`src/rtl/jk_drive_controller.sv`:
```
// jk_drive_controller: drives J/K of an external JK flop (clocked by clk)
// toward a requested Q value, then checks the fed-back Q.
// Optional feature: define JK_DRIVE_RETRY_EN to re-drive after a failed
// check, up to MAX_RETRY extra attempts, before reporting an error.
module jk_drive_controller #(
    parameter bit PREFER_TOGGLE = 1'b0,
    parameter int MAX_RETRY     = 2
) (
    input  logic clk,
    input  logic rst,
    input  logic req_valid,
    input  logic req_target,
    output logic req_ready,
    input  logic q_fb,
    output logic j,
    output logic k,
    output logic done,
    output logic err
);

    typedef enum logic [1:0] {IDLE, DRIVE, CHECK} state_t;

    state_t state;
    logic   tgt;

    // A negative retry limit is meaningless in every build.
    if (MAX_RETRY < 0) begin : g_bad_max_retry
        $error("MAX_RETRY must be non-negative");
    end

    // J/K needed to move Q from q to t on the next clk edge.
    function automatic logic [1:0] excite(input logic q, input logic t);
        if (q == t)
            return 2'b00;
        else if (PREFER_TOGGLE)
            return 2'b11;
        else
            return t ? 2'b10 : 2'b01;
    endfunction

    // Accept only while idle and never during reset.
    assign req_ready = (state == IDLE) && !rst;

`ifdef JK_DRIVE_RETRY_EN
    localparam int CW = (MAX_RETRY < 1) ? 1 : $clog2(MAX_RETRY + 1);
    logic [CW-1:0] retry_cnt;
`endif

    // Control FSM: J/K live for exactly one DRIVE cycle, Q is judged in CHECK.
    always_ff @(posedge clk) begin
        if (rst) begin
            state <= IDLE;
            tgt   <= 1'b0;
            j     <= 1'b0;
            k     <= 1'b0;
            done  <= 1'b0;
            err   <= 1'b0;
`ifdef JK_DRIVE_RETRY_EN
            retry_cnt <= '0;
`endif
        end else begin
            done <= 1'b0;
            err  <= 1'b0;
            case (state)
                IDLE: begin
                    j <= 1'b0;
                    k <= 1'b0;
                    if (req_valid) begin
                        tgt    <= req_target;
                        {j, k} <= excite(q_fb, req_target);
                        state  <= DRIVE;
`ifdef JK_DRIVE_RETRY_EN
                        retry_cnt <= '0;
`endif
                    end
                end
                DRIVE: begin
                    // The external flop samples J/K on this edge.
                    j     <= 1'b0;
                    k     <= 1'b0;
                    state <= CHECK;
                end
                CHECK: begin
                    if (q_fb == tgt) begin
                        done  <= 1'b1;
                        state <= IDLE;
`ifdef JK_DRIVE_RETRY_EN
                    end else if (retry_cnt < CW'(MAX_RETRY)) begin
                        retry_cnt <= retry_cnt + CW'(1);
                        {j, k}    <= excite(q_fb, tgt);
                        state     <= DRIVE;
`endif
                    end else begin
                        done  <= 1'b1;
                        err   <= 1'b1;
                        state <= IDLE;
                    end
                end
                default: begin
                    j     <= 1'b0;
                    k     <= 1'b0;
                    state <= IDLE;
                end
            endcase
        end
    end

endmodule

```
`config.mk`:
```
export PLATFORM = sky130hd
export DESIGN_NAME = jk_drive_controller
export DESIGN_NICKNAME = d
export VERILOG_FILES = /design/src/rtl/jk_drive_controller.sv
export SDC_FILE = /design/constraint.sdc
export NUM_CORES = 1
export LEC_CHECK = 0
export CORE_AREA = 2 2 39 41
export CTS_BUF_LIST = sky130_fd_sc_hd__clkbuf_8
export CTS_CLUSTER_SIZE = 20
export DETAILED_ROUTE_END_ITERATION = 16
export DIE_AREA = 0 0 41 43
export SLEW_MARGIN = 10
export SYNTH_ARGS = -nofsm -noshare
export SYNTH_HDL_FRONTEND = slang
export SYNTH_SLANG_ARGS = --single-unit
```
`constraint.sdc`:
```
create_clock -name clk -period 3 [get_ports clk]
set_clock_uncertainty 0.2 [all_clocks]
set_input_delay 0.45 -clock clk [delete_from_list [all_inputs] [get_ports clk]]
set_output_delay 0.45 -clock clk [all_outputs]
set_load 0.03 [all_outputs]
```
==> impl_metrics.ini <==
[finish]
drive_gt1_frac = 0.139
final_cell_count_no_fill = 52
stdcell_area_sq_um = 422
antenna_cells = 0
area_delta_synth_final_pct = 58.2
fin_util = 0.305
nets = 42

[floorplan]
ios = 10
start_util = 0.193
rows = 14
dieArea_sq_um = 1760
die_h_um = 43
die_x_um = 41
core-area_sq_um = 1380

[global_routing]
grt_max_degree = 9
grt_overflow = 0
antenna_found_initial = 0
grt_pass1_wl_um = 738
grtUsageTotal = 0.0706
first_global_vias = 175

[synth]
ys_ff_latch = 7
synth.distinct_cells = 12
netlist.area_leader.share = 0.526
synth_edf_count = 0
yosysSeqAreaShare = 0.526
netlist_area_sq_um = 267
postSynthCellCount = 23
syn_area_per_cell_sq_um = 11.6
ys_async_sr_fraction = 0
synthFlopType = dfxtp_1
yosys.area.top_type = dfxtp_1
yosys_warnings = 0
ys_top_cells_by_area = dfxtp_1 (53%), nand4bb_1 (8.5%), nor3b_1 (5.6%), a211oi_2 (4.7%), and2_1 (4.7%)
synth.most_common_cell = dfxtp_1
synth.net_count = 28

[sta]
fmaxAchievable_mhz = 389
hold_ws_ps = 258
rsz0062_at_grt = no
period_share = 0.856
drv_slew = 0
finalHoldViolations = 0
slew_headroom = 0.797
setup_slack_ps = 432
min_period_ps = 2570
worst_pin_slew_ps = 303
setup_viol = 0
setup_tns_ps = 0

[flow_run]
cap_violations = 0

[clock_tree]
htreeDepth = 1
postCtsHoldBufs = 0
cts_max_path_buffers = 2
numCtsBuffers = 3
cts_resized = 0
clk_pin_slew_ps = 40
root_buffer = clkbuf_8
clock_sinks = 7
tritoncts = yes
cts_setup_buffers = 0
clock_latency_ps = 220

[place]
dp_hpwl_um = 351
gp_congestion = 0.694
port_buffers = 9
dpl.cell_count = 48
placed_area_sq_um = 377
dp_slack_ps = 418

[critical_path]
timing.rr.start = state[0]
crit_required_ps = 2350
rr_worst_depth = 2
startpoint_type = input pin
timing.critical_path.slowest_stage_cell = clkdlybuf4s50_1
cpPeakStageDelay_ps = 710
critical_path.top_delay_family = buffers and inverters
crit_buf_inv = 2
path_max_fanout = 7
worstPathCellList = clkdlybuf4s50_1, nor3_1, clkdlybuf4s50_1
crit-reg2reg-capture = tgt
worstSetupEndpointType = output pin
crit_type = in2out
cp_common_cell = clkdlybuf4s50_1
arrival_ps = 1920
r2r_setup_slack_ps = 1880

[routing]
antenna_left = 0
drtIter0Drc = 7
drc = 0
vias = 213
wire_per_inst_um = 9.19
drt-total-wl_um = 478
drtPass1Iterations = 3
vias_per_cell = 4.10

[min_path]
min-delay-start = j
min_to = j
hold_class = reg2reg
holdPathStages = 2

[pwr]
ir_drop_mv = 0.335
p_total_mw = 0.253
power_density_nw_per_um2 = 600
power_leakage_nw = 0.153

[run_status]
outcome = complete, no violations
==> worst reg2reg max path, cell delays in order, from the launching register on <==
cell     delay [ps]
dfxtp_1         360
nor3b_1         280
mux2i_1         200
==> flip-flops by register name (all words and copies together), names as in the netlist <==
signal / cells
state: 2
done: 1
err: 1
j: 1
k: 1
tgt: 1
==> layout by cell type, fill, tap and decap left out, drive strengths merged <==
cell	count
nor3b	3
clkdlybuf4s50	9
nand2b	2
nand2	2
dfxtp	7
inv	1
nor3	1
nand4bb	2
mux2i	1
clkbuf	3
xor2	1
and2	2
a211oi	2
==> how the worst max path moves through the flow <==
stage	startpoint	end	slack, ps	depth (start not counted)
finish	rst	req_ready	430	3
global route	rst	req_ready	310	3
CTS	rst	req_ready	400	3
detailed placement	rst	req_ready	420	3
global placement	rst	req_ready	400	3
floorplan	rst	req_ready	1220	1
==> report_power, final <==
group | switching, mW | internal [mW] | total, mW
Sequential | 0.00352 | 0.0971 | 0.101
Combinational | 0.0113 | 0.0140 | 0.0253
Clock | 0.0387 | 0.0883 | 0.127
==> kinds of logic after synthesis <==
family                    after synthesis  share of synthesized area
AOI/OAI and AO/OA                       2                     0.0751
xor gates and xnor gates                1                     0.0329
DFF                                     7                      0.526
muxes                                   1                     0.0376
and+or+nand+nor                        12                      0.329
==> per-layer routing <==
layer  wire length (um)  global-route usage  part of all wire  up-vias
li1                   -                   -                 -      108
met5                  0                   0                 0        -
met2                215              0.0719              0.45       10
met1                224              0.0847              0.47       95
met4                  0              0.0400                 0        0
met3                 38              0.0785             0.079        0
==> area by class of cell <==
class | count | area, sq um
clock buffers | 3 | 41.3
clock inverters | 1 | 3.75
fillers | 155 | 962
multi-input cells | 16 | 126
flip-flops and latches | 7 | 140
well taps | 16 | 20.0
repair buffers | 9 | 90.1
No activity file was read; power rests on OpenSTA's default activity.
